### src/rtl/spi_master.sv
// Single-byte SPI master: one TX holding byte, one RX byte with ready/overrun
// flags. All four CPOL/CPHA modes, MSB first, one ss-low frame per byte.
// Frame timeline (ss low for exactly 18*CLK_DIV cycles):
//   SETUP  CLK_DIV cycles, sck idle
//   XFER   16 sck toggles, one at the end of each CLK_DIV period
//   HOLD   CLK_DIV cycles, sck idle; HOLD->GAP raises ss and lands the RX byte
//   GAP    SS_IDLE-1 cycles with ss high, then one IDLE cycle in which the next
//          frame can be launched, so ss stays high exactly SS_IDLE cycles.
module spi_master #(
  parameter int CLK_DIV = 4,
  parameter int SS_IDLE = 4
) (
  input  logic       sysclk,
  input  logic       reset,
  input  logic       enable,
  input  logic       cpol,
  input  logic       cpha,
  input  logic [7:0] tx_data_reg,
  input  logic       tx_reg_we,
  output logic       tx_reg_empty,
  output logic [7:0] rx_data_reg,
  output logic       rx_data_ready,
  input  logic       rx_reg_re,
  input  logic       clear_error,
  output logic       rx_error,
  output logic       busy,
  output logic       sck,
  output logic       mosi,
  input  logic       miso,
  output logic       ss
);

  localparam int CMAX = (CLK_DIV > SS_IDLE) ? CLK_DIV : SS_IDLE;
  localparam int CW   = $clog2(CMAX + 1);
  localparam logic [CW-1:0] DIV_LAST = CW'(CLK_DIV - 1);
  localparam logic [CW-1:0] GAP_LAST = CW'(SS_IDLE - 2);

  typedef enum logic [2:0] {
    S_IDLE,
    S_SETUP,
    S_XFER,
    S_HOLD,
    S_GAP
  } state_t;

  state_t        state;
  logic [CW-1:0] cnt;        // cycles within the current period / gap
  logic [4:0]    edge_cnt;   // sck toggles already issued this frame
  logic [7:0]    tx_hold;
  logic [7:0]    shifter;    // TX bits leave at the top, RX bits enter at the bottom
  logic          sck_t;      // toggle reg; sck idles when this is 0
  logic          cpol_l;
  logic          cpha_l;
  logic          miso_q1;
  logic          miso_s;
  logic          period_end;
  logic          start;
  logic          completion;

  assign sck        = sck_t ^ cpol_l;
  assign period_end = (cnt == DIV_LAST);
  assign start      = enable && (state == S_IDLE) && !tx_reg_empty;
  assign completion = enable && (state == S_HOLD) && period_end;

  // Two-flop synchroniser on miso; CLK_DIV>=4 leaves room for its latency
  always_ff @(posedge sysclk) begin
    if (reset) begin
      miso_q1 <= 1'b0;
      miso_s  <= 1'b0;
    end else begin
      miso_q1 <= miso;
      miso_s  <= miso_q1;
    end
  end

  // TX holding register: a write always wins, a frame launch frees it
  always_ff @(posedge sysclk) begin
    if (reset) begin
      tx_hold      <= 8'h00;
      tx_reg_empty <= 1'b1;
    end else if (tx_reg_we) begin
      tx_hold      <= tx_data_reg;
      tx_reg_empty <= 1'b0;
    end else if (start) begin
      tx_reg_empty <= 1'b1;
    end
  end

  // RX byte and flags: clear_error beats completion beats a plain read
  always_ff @(posedge sysclk) begin
    if (reset) begin
      rx_data_reg   <= 8'h00;
      rx_data_ready <= 1'b0;
      rx_error      <= 1'b0;
    end else begin
      if (completion) rx_data_reg <= shifter;
      if (clear_error) begin
        rx_data_ready <= 1'b0;
        rx_error      <= 1'b0;
      end else if (completion) begin
        rx_data_ready <= 1'b1;
        // a read landing with the new byte means the old one was consumed
        if (rx_data_ready && !rx_reg_re) rx_error <= 1'b1;
      end else if (rx_reg_re) begin
        rx_data_ready <= 1'b0;
      end
    end
  end

  // Frame sequencer with registered ss/mosi/busy and sck toggle generation
  always_ff @(posedge sysclk) begin
    if (reset) begin
      state    <= S_IDLE;
      cnt      <= '0;
      edge_cnt <= '0;
      shifter  <= 8'h00;
      sck_t    <= 1'b0;
      cpol_l   <= cpol;
      cpha_l   <= 1'b0;
      ss       <= 1'b1;
      mosi     <= 1'b0;
      busy     <= 1'b0;
    end else if (!enable) begin
      // abort: drop the frame, keep sck parked at the idle level
      state    <= S_IDLE;
      cnt      <= '0;
      edge_cnt <= '0;
      shifter  <= 8'h00;
      sck_t    <= 1'b0;
      cpol_l   <= cpol;
      ss       <= 1'b1;
      mosi     <= 1'b0;
      busy     <= 1'b0;
    end else begin
      case (state)
        S_IDLE: begin
          // mode tracks the inputs while idle and freezes once a frame starts
          cpol_l <= cpol;
          cpha_l <= cpha;
          if (!tx_reg_empty) begin
            state    <= S_SETUP;
            cnt      <= '0;
            edge_cnt <= '0;
            shifter  <= tx_hold;
            ss       <= 1'b0;
            busy     <= 1'b1;
            // cpha=0 slaves sample on the first edge, so bit7 must be out now
            mosi     <= cpha ? 1'b0 : tx_hold[7];
          end
        end
        S_SETUP: begin
          if (period_end) begin
            state <= S_XFER;
            cnt   <= '0;
          end else begin
            cnt <= cnt + 1'b1;
          end
        end
        S_XFER: begin
          if (period_end) begin
            cnt      <= '0;
            sck_t    <= ~sck_t;
            edge_cnt <= edge_cnt + 5'd1;
            // edge number is edge_cnt+1: cpha=0 samples odd edges, cpha=1 even
            if (edge_cnt[0] == cpha_l) begin
              shifter <= {shifter[6:0], miso_s};
            end else if (edge_cnt != 5'd15) begin
              // after a sample the next TX bit has moved up into bit 7
              mosi <= shifter[7];
            end
            if (edge_cnt == 5'd15) state <= S_HOLD;
          end else begin
            cnt <= cnt + 1'b1;
          end
        end
        S_HOLD: begin
          if (period_end) begin
            state <= S_GAP;
            cnt   <= '0;
            ss    <= 1'b1;
            mosi  <= 1'b0;
          end else begin
            cnt <= cnt + 1'b1;
          end
        end
        S_GAP: begin
          if (cnt == GAP_LAST) begin
            state <= S_IDLE;
            cnt   <= '0;
            busy  <= 1'b0;
          end else begin
            cnt <= cnt + 1'b1;
          end
        end
        default: begin
          state <= S_IDLE;
          cnt   <= '0;
          sck_t <= 1'b0;
          ss    <= 1'b1;
          busy  <= 1'b0;
        end
      endcase
    end
  end

endmodule

### config.mk
export PLATFORM = sky130hd
export DESIGN_NAME = spi_master
export DESIGN_NICKNAME = d
export VERILOG_FILES = /design/src/rtl/spi_master.sv
export SDC_FILE = /design/constraint.sdc
export NUM_CORES = 1
export LEC_CHECK = 0
export BUFFER_PORTS_ARGS = -buffer_cell sky130_fd_sc_hd__buf_2
export CORE_UTILIZATION = 25
export CTS_BUF_LIST = sky130_fd_sc_hd__clkbuf_8 sky130_fd_sc_hd__clkbuf_16
export DETAILED_ROUTE_END_ITERATION = 6
export PLACE_DENSITY_LB_ADDON = 0.05
export SLEW_MARGIN = 20
export SYNTH_ARGS = -nofsm -noshare
export SYNTH_HDL_FRONTEND = slang
export SYNTH_SLANG_ARGS = --single-unit
### constraint.sdc
create_clock -name sysclk -period 2.05 [get_ports sysclk]
set_input_delay 0.3075 -clock sysclk [delete_from_list [all_inputs] [get_ports sysclk]]
set_output_delay 0.3075 -clock sysclk [all_outputs]
set_load 0.03 [all_outputs]
# Word-level counts from Yosys, hierarchy flattened
# Index checks and enable logic that the tools add are counted.
dict set report totals {
  register_bits 46
  inputBits 17
  elab_cells 110
}
dict set report op_classes {
  n_reduce_logical 26
  n_eq_ne 19
  bitwise 6
  addsub 2
  n_mux 40
}
# operator n
set ops {}
lappend ops {{$mux W3} 9}
lappend ops {{$mux W8} 3}
lappend ops {{$mux W1} 18}
lappend ops {{$ne A2 B2 Y1 const B} 9}
lappend ops {{$pmux W8 S2} 1}
lappend ops {{$pmux W3 S5} 1}
lappend ops {{$eq A3 B2 Y1 const B} 4}
lappend ops {{$reduce_and A6 Y1} 2}
lappend ops {{$mux W5} 2}
lappend ops {{$pmux W5 S2} 1}
lappend ops {{$pmux W1 S3} 3}
lappend ops {{$pmux W3 S3} 1}
lappend ops {{$reduce_and A3 Y1} 3}
lappend ops {{$reduce_and A2 Y1} 3}
lappend ops {{$reduce_bool A2 Y1} 3}
lappend ops {{$reduce_or A3 Y1} 2}
lappend ops {{$add A5 B1 Y5 const B} 1}
lappend ops {{$eq A5 B4 Y1 const B} 1}
lappend ops {{$logic_and A1 B1 Y1} 5}
lappend ops {{$ne A5 B4 Y1 const B} 1}
lappend ops {{$not A1 Y1} 5}
lappend ops {{$reduce_and A4 Y1} 1}
lappend ops {{$reduce_or A2 Y1} 2}
lappend ops {{$reduce_or A4 Y1} 1}
lappend ops {{other kinds (10)} 11}

# Depth between registers and ports, before layout
# Gate-level depths: netlist (run 1).
dict set report logic_depth {
  word_depth 5
  mapped_depth 7
  depth_no_buf 7
}

# Worst setup path before layout (run 1)
# No wires, ideal clock.
dict set report synth_path {
  path_kind {register to register}
  startpoint {reg edge_cnt[0]}
  endpoint {reg edge_cnt[4]}
  arrival_time_ps 1570
  setup_time_ps 71
  slack_ps 409
  stages_incl_launch_ff 6
  path_buffers 0
  required_ps 1979
  path_cell_list {dfxtp_1 -> ha_1 -> and3_1 -> ha_1 -> or4_1 -> a21oi_1}
}
dict set report synth_between {
  elab_chain_cells 3
}
# element line_no
set synth_lines {}
lappend synth_lines {{start, declared} 48} ;# logic [4:0] edge_cnt;
lappend synth_lines {{start signal, assigned} 163} ;# edge_cnt <= edge_cnt + 5'd1;
lappend synth_lines {{$add A5 B1 Y5} 163}
lappend synth_lines {{$mux W5} 160} ;# if (period_end) begin
lappend synth_lines {{$pmux W5 S2} 135} ;# case (state)
# Every way passes these cells. The select of a mux whose other input is x is not followed.
# A chain may end at the register's enable or synchronous reset.

# Worst setup path after layout (run 1)
dict set report layout_path {
  startpoint {reg state[1]}
  endpoint {reg shifter[4]}
}
dict set report layout_between {
  elab_chain_cells 3
}
# element line_no
set layout_lines {}
lappend layout_lines {{start, declared} 46} ;# state_t state;
lappend layout_lines {{start signal, assigned} 113} ;# state <= S_IDLE;
lappend layout_lines {{start signal, assigned} 125} ;# state <= S_IDLE;
lappend layout_lines {{start signal, assigned} 141} ;# state <= S_SETUP;
lappend layout_lines {{$eq A3 B2 Y1 or $logic_not A3 Y1 (tied branches)} 135}
lappend layout_lines {{$ne A2 B2 Y1 (no line) or $reduce_bool A2 Y1 (tied branches)} -}
lappend layout_lines {{$reduce_and A4 Y1 (no line)} -}
lappend layout_lines {{end signal, assigned} 144} ;# shifter <= tx_hold;
lappend layout_lines {{end signal, assigned} 166} ;# shifter <= {shifter[6:0], miso_s};
lappend layout_lines {{end, declared} 50} ;# logic [7:0] shifter;
# Parallel ways exist; a longest one is shown, timed or not.

==> results of run 1 <==
[how the worst min path moves through the flow]
| stage | endpoint | cells after the start |
|---|---|---|
| floorplan | miso_q1 | 1 |
| global placement | miso_s | 1 |
| detailed placement | miso_s | 1 |
| CTS | rx_error | 2 |
| global route | rx_data_ready | 2 |
| finish | rx_error | 2 |
[layout make-up]
| cell class | instances | area (um^2) |
|---|---|---|
| Clock inverter | 1 | 30.0 |
| Inverter | 6 | 22.5 |
| Tap cell | 105 | 131 |
| Sequential cell | 46 | 931 |
| Timing Repair Buffer | 41 | 243 |
| Clock buffer | 7 | 108 |
| Fill cell | 866 | 5640 |
| Multi-Input combinational cell | 159 | 1070 |
[power groups by stage]
stage / logic (mW) / clock network, mW / registers (mW)
floorplan: 0.0976 / 0 / 0.960
global placement: 0.154 / 0 / 0.962
detailed placement: 0.154 / 0 / 0.962
CTS: 0.154 / 0.829 / 0.941
global route: 0.169 / 0.850 / 0.945
finish: 0.152 / 0.789 / 0.940
[critical path, delay by kind of cell (launching register included)]
family          cells  cell delay, ns
flops               1            0.73
compound gates      2            0.50
simple gates        2            0.29
buf+inv             1            0.25
[per-layer routing]
| metal | track usage | routed length (um) | vias up |
|---|---|---|---|
| li1 | - | - | 853 |
| met1 | 0.175 | 2710 | 761 |
| met2 | 0.187 | 2130 | 30 |
| met3 | 0.0317 | 186 | 6 |
| met4 | 0.0538 | 54 | 0 |
| met5 | 0 | 0 | - |
[cells in the mapped netlist (all sizes together) (2+ instances only)]
cell type / count / share of area
a21oi: 12 / 0.029
or3: 2 / 0.0060
nand3: 4 / 0.0096
nor3b: 2 / 0.0072
a2bb2oi: 2 / 0.0084
dfxtp: 45 / 0.43
or2: 2 / 0.0060
mux2i: 25 / 0.12
inv: 6 / 0.011
nand2b: 3 / 0.0090
clkbuf: 8 / 0.014
a211oi: 10 / 0.041
buf: 5 / 0.017
ha: 6 / 0.036
o21ai: 6 / 0.014
nor2: 34 / 0.061
a31oi: 2 / 0.0060
nor2b: 9 / 0.027
and3: 2 / 0.0060
xor2: 4 / 0.017
nand2: 10 / 0.018
xnor2: 2 / 0.0084
a311oi: 2 / 0.0084
nor3: 5 / 0.012
[kinds of logic (layout without fill, tap and decap cells)]
group / Yosys count / after routing
flops: 46 / 46
xor+xnor: 6 / 6
simple gates: 81 / 81
buf+inv: 19 / 55
fa+ha+maj: 6 / 6
mux: 25 / 25
compound gates: 41 / 41
==> summary.md, run 1 <==
| Metric | Value |
|---|---|
| CP Class | `register to register` |
| Dpl ws | `0.230 ns` |
| Internal Power | `1.45 mW` |
| Clock transition at path regs | `0.09 ns` |
| Hold_buf cts | `0` |
| CP max stage cell | `dfxtp_1` |
| Antenna violations before repair | `0` |
| Final min period | `1.85 ns` |
| Pwr dens | `741 mW/mm^2` |
| IO Pins | `32` |
| Initial DRC Count | `83` |
| Detailed Routing Iterations Pass 1 | `4` |
| Layout area overhead | `21.3%` |
| Fin util | `0.311` |
| Crit path max fanout | `16` |
| Std-Cell Rows | `33` |
| WL final | `5080 um` |
| Slew Viols, Final | `0` |
| Via Count | `1650` |
| Clock sinks | `46` |
| Port bufs | `31` |
| Net switching power | `0.426 mW` |
| Synth async-reset ratio | `0` |
| Min-Delay Path Class | `primary input to register` |
| Via density | `4.52` |
| Routed len/inst | `13.9 um` |
| DIE AREA | `0.00874 mm^2` |
| GRT overflow | `0` |
| Vias in the first global route | `1620` |
| Commonest non-fill, non-tap cell in the layout | `dfxtp_1` |
| Syn_nets | `247` |
| Maximum clock path buffer count | `2` |
| CTS tree | `built` |
| GP Congestion | `0.730` |
| Largest family of logic cells by synthesized area | `simple AND/OR/NAND/NOR gates` |
| Crit end category | `register` |
| Sequential cell area fraction in the yosys report | `0.445` |
| Hold path start | `clear_error` |
| Worst Max-Slew Pin Slew | `0.625 ns` |
| Layout Nets | `282` |
| Synthesized area | `0.00209 mm^2` |
| Die Y | `93.5 um` |
| Area after DPL | `0.00240 mm^2` |
| CP arrival | `2.07 ns` |
| First-pass GRT wire length | `8380 um` |
| Worst hold-check slack | `0.169 ns` |
| Yosys Warn Count | `0` |
| Max stage delay on crit path | `0.73 ns` |
| Setup_tns | `0 ns` |
| Maxcap violations | `0` |
| Period utilization | `0.901` |
| Synth Area in XOR/XNOR | `0.0251` |
| F_max | `541 MHz` |
| Dominant synthesized flop cell | `dfxtp_1` |
| Count of cell types in the netlist | `45` |
| ANT nets after route | `0` |
| Complex-gate fraction of the synthesized area | `0.140` |
| Commonest non-fill, non-tap cells in the layout | `dfxtp_1 (45), nor2_1 (34), buf_2 (31)` |
| Clk_lat worst skew | `0.30 ns` |
| Crit path from | `state[1]` |
| Layout cells sized above 1 | `0.212` |
| Crit path capture | `shifter[4]` |
| Post-synth EDFFs | `1` |
| Max H-tree Level | `2` |
| Post-Synth Adder-Cell Area | `0.0359` |
| Combinational share of power | `0.081` |
| Post-Synth Simple-Gate Area | `0.192` |
| DP Cell Count | `357` |
| R2R Setup Slk | `0.20 ns` |
| Crit-path cells | `nand3b_2 > a221oi_4 > buf_4 > nor2_1 > a211oi_1` |
| Final Skew | `0.00694 ns` |
| Reg-to-reg critical path startpoint | `state[1]` |
| Final hold vios | `0` |
| Mapped Avg Cell Area | `9.34 um^2` |
| Worst Setup Start Kind | `register` |
| Clk pwr share | `0.420` |
| N_diodes | `0` |
| Final setup margin | `0.202 ns` |
| Post-CTS Setup Bufs | `0` |
| P_leak | `0.997 nW` |
| Worst path required time | `2.27 ns` |
| IR Drop Worst-Case VDD | `0.262 mV` |
| Reg-to-Reg End | `shifter[4]` |
| Post-cts resize count | `0` |
| Post-synthesis mux area share | `0.120` |
| Sequential Power Share | `0.500` |
| Final setup viols | `0` |
| # DRC | `0` |
| Root Driver | `clkbuf_8` |
| GR Util All Layers | `0.127` |
| Largest net degree at the start of global routing | `19` |
| Final Instance Area | `0.00254 mm^2` |
| Seq cells post-synth | `46` |
| Rel. slew slack | `0.583` |
| Cells on worst reg2reg path | `5` |
| Non-Filler Instances | `365` |
| Status | `complete, no violations` |
| Mapped Cells | `224` |
| Num CTS Buffers | `5` |
| Sw Ratio | `0.227` |
| Starting Density | `0.256` |
| Post-DP HPWL | `3580 um` |
| Power Total | `1.88 mW` |
| Chip width | `93.5 um` |
| Core area | `0.00818 mm^2` |
| RSZ-0062 raised after global routing | `no` |
Note: power is estimated with default switching activity, not from simulation.
==> inputs of run 2 (changes only) <==
Settings changed: PLACE_DENSITY_LB_ADDON 0.05 to not set.
==> summary.md, run 2 (same netlist as run 1, synthesis figures left out) <==
| Metric | Value |
|---|---|
| # DRC | `0 (unchanged)` |
| Final min period | `1.88 ns (+0.0283 ns)` |
| ANT nets after route | `0 (unchanged)` |
| Status | `complete, no violations` |
| Largest net degree at the start of global routing | `25 (+6)` |
| Via density | `4.63 (+2.4%)` |
| Non-Filler Instances | `362 (-0.82%)` |
| Crit-path cells | `ha_1 > nor2b_1 > and4_1 > buf_4 > mux2i_1 > nor2_1` |
| Seq. cell area | `931 um^2 (unchanged)` |
| Reg-to-reg critical path startpoint | `cnt[1]` |
| Root Driver | `clkbuf_8` |
| GRT overflow | `0 (unchanged)` |
| R2R Setup Slk | `0.17 ns (-0.03 ns)` |
| IR Drop Worst-Case VDD | `0.373 mV (+42%)` |
| Antenna violations before repair | `0 (unchanged)` |
| Fin util | `0.304 (-0.00627)` |
| Hold depth | `2 (unchanged)` |
| Chip width | `93.5 um (unchanged)` |
| Worst Max-Slew Pin Slew | `0.739 ns (+0.114 ns)` |
| Worst Setup Start Kind | `register` |
| Power Total | `1.77 mW (-6.1%)` |
| Clock transition at path regs | `0.09 ns (about the same)` |
| Num CTS Buffers | `5 (unchanged)` |
| F_max | `533 MHz (-1.5%)` |
| Worst path required time | `2.23 ns (-0.04 ns)` |
| Routed len/inst | `12.7 um (-8.6%)` |
| Final Skew | `0.00436 ns (-0.00258 ns)` |
| CTS tree | `built` |
| Starting Density | `0.256 (unchanged)` |
| CP delay by family, top | `simple AND/OR/NAND/NOR gates` |
| Final setup viols | `0 (unchanged)` |
| Layout area overhead | `18.8%` |
| Worst hold-check slack | `0.179 ns (+0.00987 ns)` |
| Vias in the first global route | `1569 (-3.1%)` |
| Clk_lat worst skew | `0.30 ns (about the same)` |
| Clock sinks | `46 (unchanged)` |
| Fill count | `873 (+0.81%)` |
| Hold endpoint | `rx_error` |
| IO Pins | `32 (unchanged)` |
| Commonest non-fill, non-tap cell in the layout | `dfxtp_1` |
| Initial DRC Count | `86 (+3.6%)` |
| Core area | `0.00818 mm^2 (unchanged)` |
| Detailed Routing Iterations Pass 1 | `4 (unchanged)` |
| Layout cells sized above 1 | `0.198 (-0.0131)` |
| CP arrival | `2.06 ns (about the same)` |
| First-pass GRT wire length | `7850 um (-6.3%)` |
| Min-Delay Path Class | `primary input to register` |
| Post-CTS Setup Bufs | `0 (unchanged)` |
| WL final | `4610 um (-9.3%)` |
| Port bufs | `31 (unchanged)` |
| Crit path from | `cnt[1]` |
| DP Cell Count | `354 (-0.84%)` |
| P_leak | `0.977 nW (-2.0%)` |
| Reg-to-Reg End | `rx_data_reg[7]` |
| Slew Viols, Final | `0 (unchanged)` |
| CP max stage cell | `nor2b_1` |
| Rel. slew slack | `0.504 (-0.0795)` |
| Max H-tree Level | `2 (unchanged)` |
| Maxcap violations | `0 (unchanged)` |
| Pwr dens | `710 mW/mm^2 (-4.2%)` |
| GR Util All Layers | `0.116 (-0.0111)` |
| DIE AREA | `0.00874 mm^2 (unchanged)` |
| CP Buf/Inv Count | `1 (unchanged)` |
| Commonest non-fill, non-tap cells in the layout | `dfxtp_1 (45), nor2_1 (34), buf_2 (31)` |
| Crit path max fanout | `10 (-6)` |
| Via Count | `1675 (+1.5%)` |
| Cells on worst reg2reg path | `6 (+1)` |
| Layout Nets | `279 (-1.1%)` |
| Die Y | `93.5 um (unchanged)` |
| Crit end category | `register` |
| Period utilization | `0.915 (+0.0138)` |
| Setup_tns | `0 ns (unchanged)` |
| Maximum clock path buffer count | `2 (unchanged)` |
| N_diodes | `0 (unchanged)` |
| Post-cts resize count | `0 (unchanged)` |
| Post-DP HPWL | `3340 um (-6.6%)` |
| Hold path start | `clear_error` |
| Final hold vios | `0 (unchanged)` |
| RSZ-0062 raised after global routing | `no` |
| CP Class | `register to register` |
| Std-Cell Rows | `33 (unchanged)` |
| Max stage delay on crit path | `0.40 ns (-0.33 ns)` |
| GP Congestion | `0.827 (+13%)` |
| Multi-input gate area | `0.00107 mm^2 (unchanged)` |
| Hold_buf cts | `0 (unchanged)` |
[run 2: cell count changes in the layout (fill, tap and decap cells not counted)]
cell,change
buf_4,-3
inv_1,+1
clkbuf_8,-1
inv_4,+1
clkbuf_16,-1
[run 2: worst max-delay path by stage]
stage,to,cells after the start
6_report,rx_data_reg[7],6
5_1_grt,rx_data_reg[7],6
4_1_cts,rx_data_reg[6],6
3_5_place_dp,rx_data_reg[1],6
3_3_place_gp,rx_data_reg[2],6
2_1_floorplan,edge_cnt[4],5
[run 2: per-stage QoR]
| stage | instance area [um^2] | worst slack, ns |
|---|---|---|
| 2_1_floorplan | 2090 | 0.409 |
| 3_3_place_gp | 2380 | 0.280 |
| 3_5_place_dp | 2380 | 0.188 |
| 4_1_cts | 2490 | 0.175 |
| 5_1_grt | 2490 | 0.0324 |
| 6_report | 2490 | 0.174 |
[run 2: area by class of cell]
class	count	area share
timing repair buffer	38	0.0885
clock inverter	3	0.0161
clock buffer	5	0.0277
sequential	46	0.374
multi-input combinational	159	0.432
inverter	6	0.00905
tap	105	0.0528
[run 2: power breakdown]
group | switching [mW] | total (mW) | internal [mW]
clock network | 0.320 | 0.680 | 0.360
registers | 0.0182 | 0.939 | 0.921
logic | 0.0853 | 0.147 | 0.0614
[run 2: layer usage]
layer | global-route usage | wire, um | vias up
met1 | 0.146 | 2130 | 780
met5 | 0 | 0 | -
met2 | 0.193 | 2200 | 38
met3 | 0.0285 | 204 | 10
met4 | 0.0385 | 74 | 0
li1 | - | - | 847
==> inputs of run 3 (changes only) <==
Settings changed: CORE_MARGIN set to 8, RECOVER_POWER set to 100.
==> summary.md, run 3 (same netlist as run 1, synthesis figures left out) <==
| Metric | Value |
|---|---|
| Worst Setup Start Kind | `register` |
| IO Pins | `32 (unchanged)` |
| Setup_tns | `0 ns (unchanged)` |
| WL final | `4810 um (+4.3%)` |
| Hold_buf cts | `0 (unchanged)` |
| Final min period | `1.77 ns (-0.109 ns)` |
| GR Util All Layers | `0.0849 (-0.0309)` |
| Via density | `4.59 (-0.81%)` |
| CP Class | `register to register` |
| Root Driver | `clkbuf_8` |
| ANT nets after route | `0 (unchanged)` |
| Maximum clock path buffer count | `2 (unchanged)` |
| Starting Density | `0.256 (unchanged)` |
| Commonest non-fill, non-tap cells in the layout | `dfxtp_1 (45), nor2_1 (34), mux2i_1 (25)` |
| CTS tree | `built` |
| P_leak | `0.898 nW (-8.1%)` |
| Via Count | `1666 (-0.54%)` |
| Num CTS Buffers | `5 (unchanged)` |
| # DRC | `0 (unchanged)` |
| Non-Filler Instances | `363 (+0.28%)` |
| Post-DP HPWL | `3570 um (+6.9%)` |
| F_max | `566 MHz (+6.2%)` |
| DIE AREA | `0.0116 mm^2 (+32%)` |
| Min-Delay Path Class | `primary input to register` |
| Final setup margin | `0.283 ns (+0.109 ns)` |
| Slew Viols, Final | `0 (unchanged)` |
| Worst Max-Slew Pin Slew | `1.04 ns (+0.306 ns)` |
| Post-CTS Setup Bufs | `0 (unchanged)` |
| Maxcap violations | `0 (unchanged)` |
| Largest net degree at the start of global routing | `24 (-4.0%)` |
| CP arrival | `1.92 ns (-0.14 ns)` |
| Layout Nets | `280 (+0.36%)` |
| N_diodes | `0 (unchanged)` |
| Clock transition at path regs | `0.09 ns (about the same)` |
| Pwr dens | `676 mW/mm^2 (-4.7%)` |
| Max H-tree Level | `2 (unchanged)` |
| Worst path required time | `2.20 ns (-0.03 ns)` |
| Final setup viols | `0 (unchanged)` |
| Initial DRC Count | `45 (-48%)` |
| Crit end category | `register` |
| Status | `complete, no violations` |
| Port bufs | `31 (unchanged)` |
| Antenna violations before repair | `0 (unchanged)` |
| Core area | `0.00818 mm^2 (unchanged)` |
| Final hold vios | `0 (unchanged)` |
| Period utilization | `0.862 (-0.0531)` |
| IR Drop Worst-Case VDD | `0.328 mV (-12%)` |
| Chip width | `108 um (+15%)` |
| Crit path max fanout | `10 (unchanged)` |
| Final Skew | `0.00742 ns (+0.00306 ns)` |
| Dpl ws | `0.205 ns (+0.0165 ns)` |
| DP Cell Count | `355 (+0.28%)` |
| Die Y | `108 um (+15%)` |
| Fin util | `0.297 (-0.00704)` |
| GP Congestion | `0.803 (-3.0%)` |
| Commonest non-fill, non-tap cell in the layout | `dfxtp_1` |
| First-pass GRT wire length | `8010 um (+2.0%)` |
| Clk_lat worst skew | `0.30 ns (about the same)` |
| Vias in the first global route | `1687 (+7.5%)` |
| Layout cells sized above 1 | `0.132 (-0.0667)` |
| Rel. slew slack | `0.304 (-0.200)` |
| RSZ-0062 raised after global routing | `no` |
| Layout area overhead | `16.1%` |
| Clock sinks | `46 (unchanged)` |
| Detailed Routing Iterations Pass 1 | `4 (unchanged)` |
| GRT overflow | `0 (unchanged)` |
| Post-cts resize count | `0 (unchanged)` |
| Std-Cell Rows | `33 (unchanged)` |
| Routed len/inst | `13.2 um (+4.0%)` |
[run 3: stage by stage]
stage	total power, mW	hold slack [ns]	instance area [um^2]
finish	1.64	0.170	2430
CTS	1.68	0.167	2480
floorplan	1.06	0.379	2090
global placement	1.11	0.442	2390
detailed placement	1.11	0.437	2390
global route	1.72	0.158	2430
[run 3: path summary, 6_finish.rpt]
kind,from,endpoint,slack (ns),cells past startpoint
worst max-delay path,cnt[1],rx_data_reg[0],0.28,6
worst min-delay path,clear_error,rx_error,0.17,2
worst max register to register,cnt[1],rx_data_reg[0],0.28,6
worst min register to register,edge_cnt[4],edge_cnt[4],0.46,2
[run 3: power breakdown]
part | internal, mW | switching, mW | total (mW)
combinational | 0.0577 | 0.0826 | 0.140
clock | 0.240 | 0.324 | 0.564
sequential | 0.921 | 0.0185 | 0.940
total | 1.22 | 0.425 | 1.64
[run 3: area by class of cell]
cell class | count | area, um^2
clock inverter | 3 | 21.3
inverter | 6 | 22.5
multi-input combinational | 159 | 1050
clock buffer | 5 | 68.8
sequential | 46 | 931
fill | 890 | 5750
tap | 105 | 131
timing repair buffer | 39 | 201
[run 3: metal layers]
metal / wire length (um) / global-route usage
met3: 203 / 0.0246
met5: 0 / 0
met1: 2300 / 0.106
met2: 2280 / 0.137
met4: 32 / 0.0268
[run 3: worst max-delay path: stages, from the launching register on]
cell	delay, ns
dfxtp_1	0.38
ha_1	0.24
nor2b_2	0.31
and4_1	0.22
buf_4	0.20
mux2i_1	0.20
nor2_1	0.05
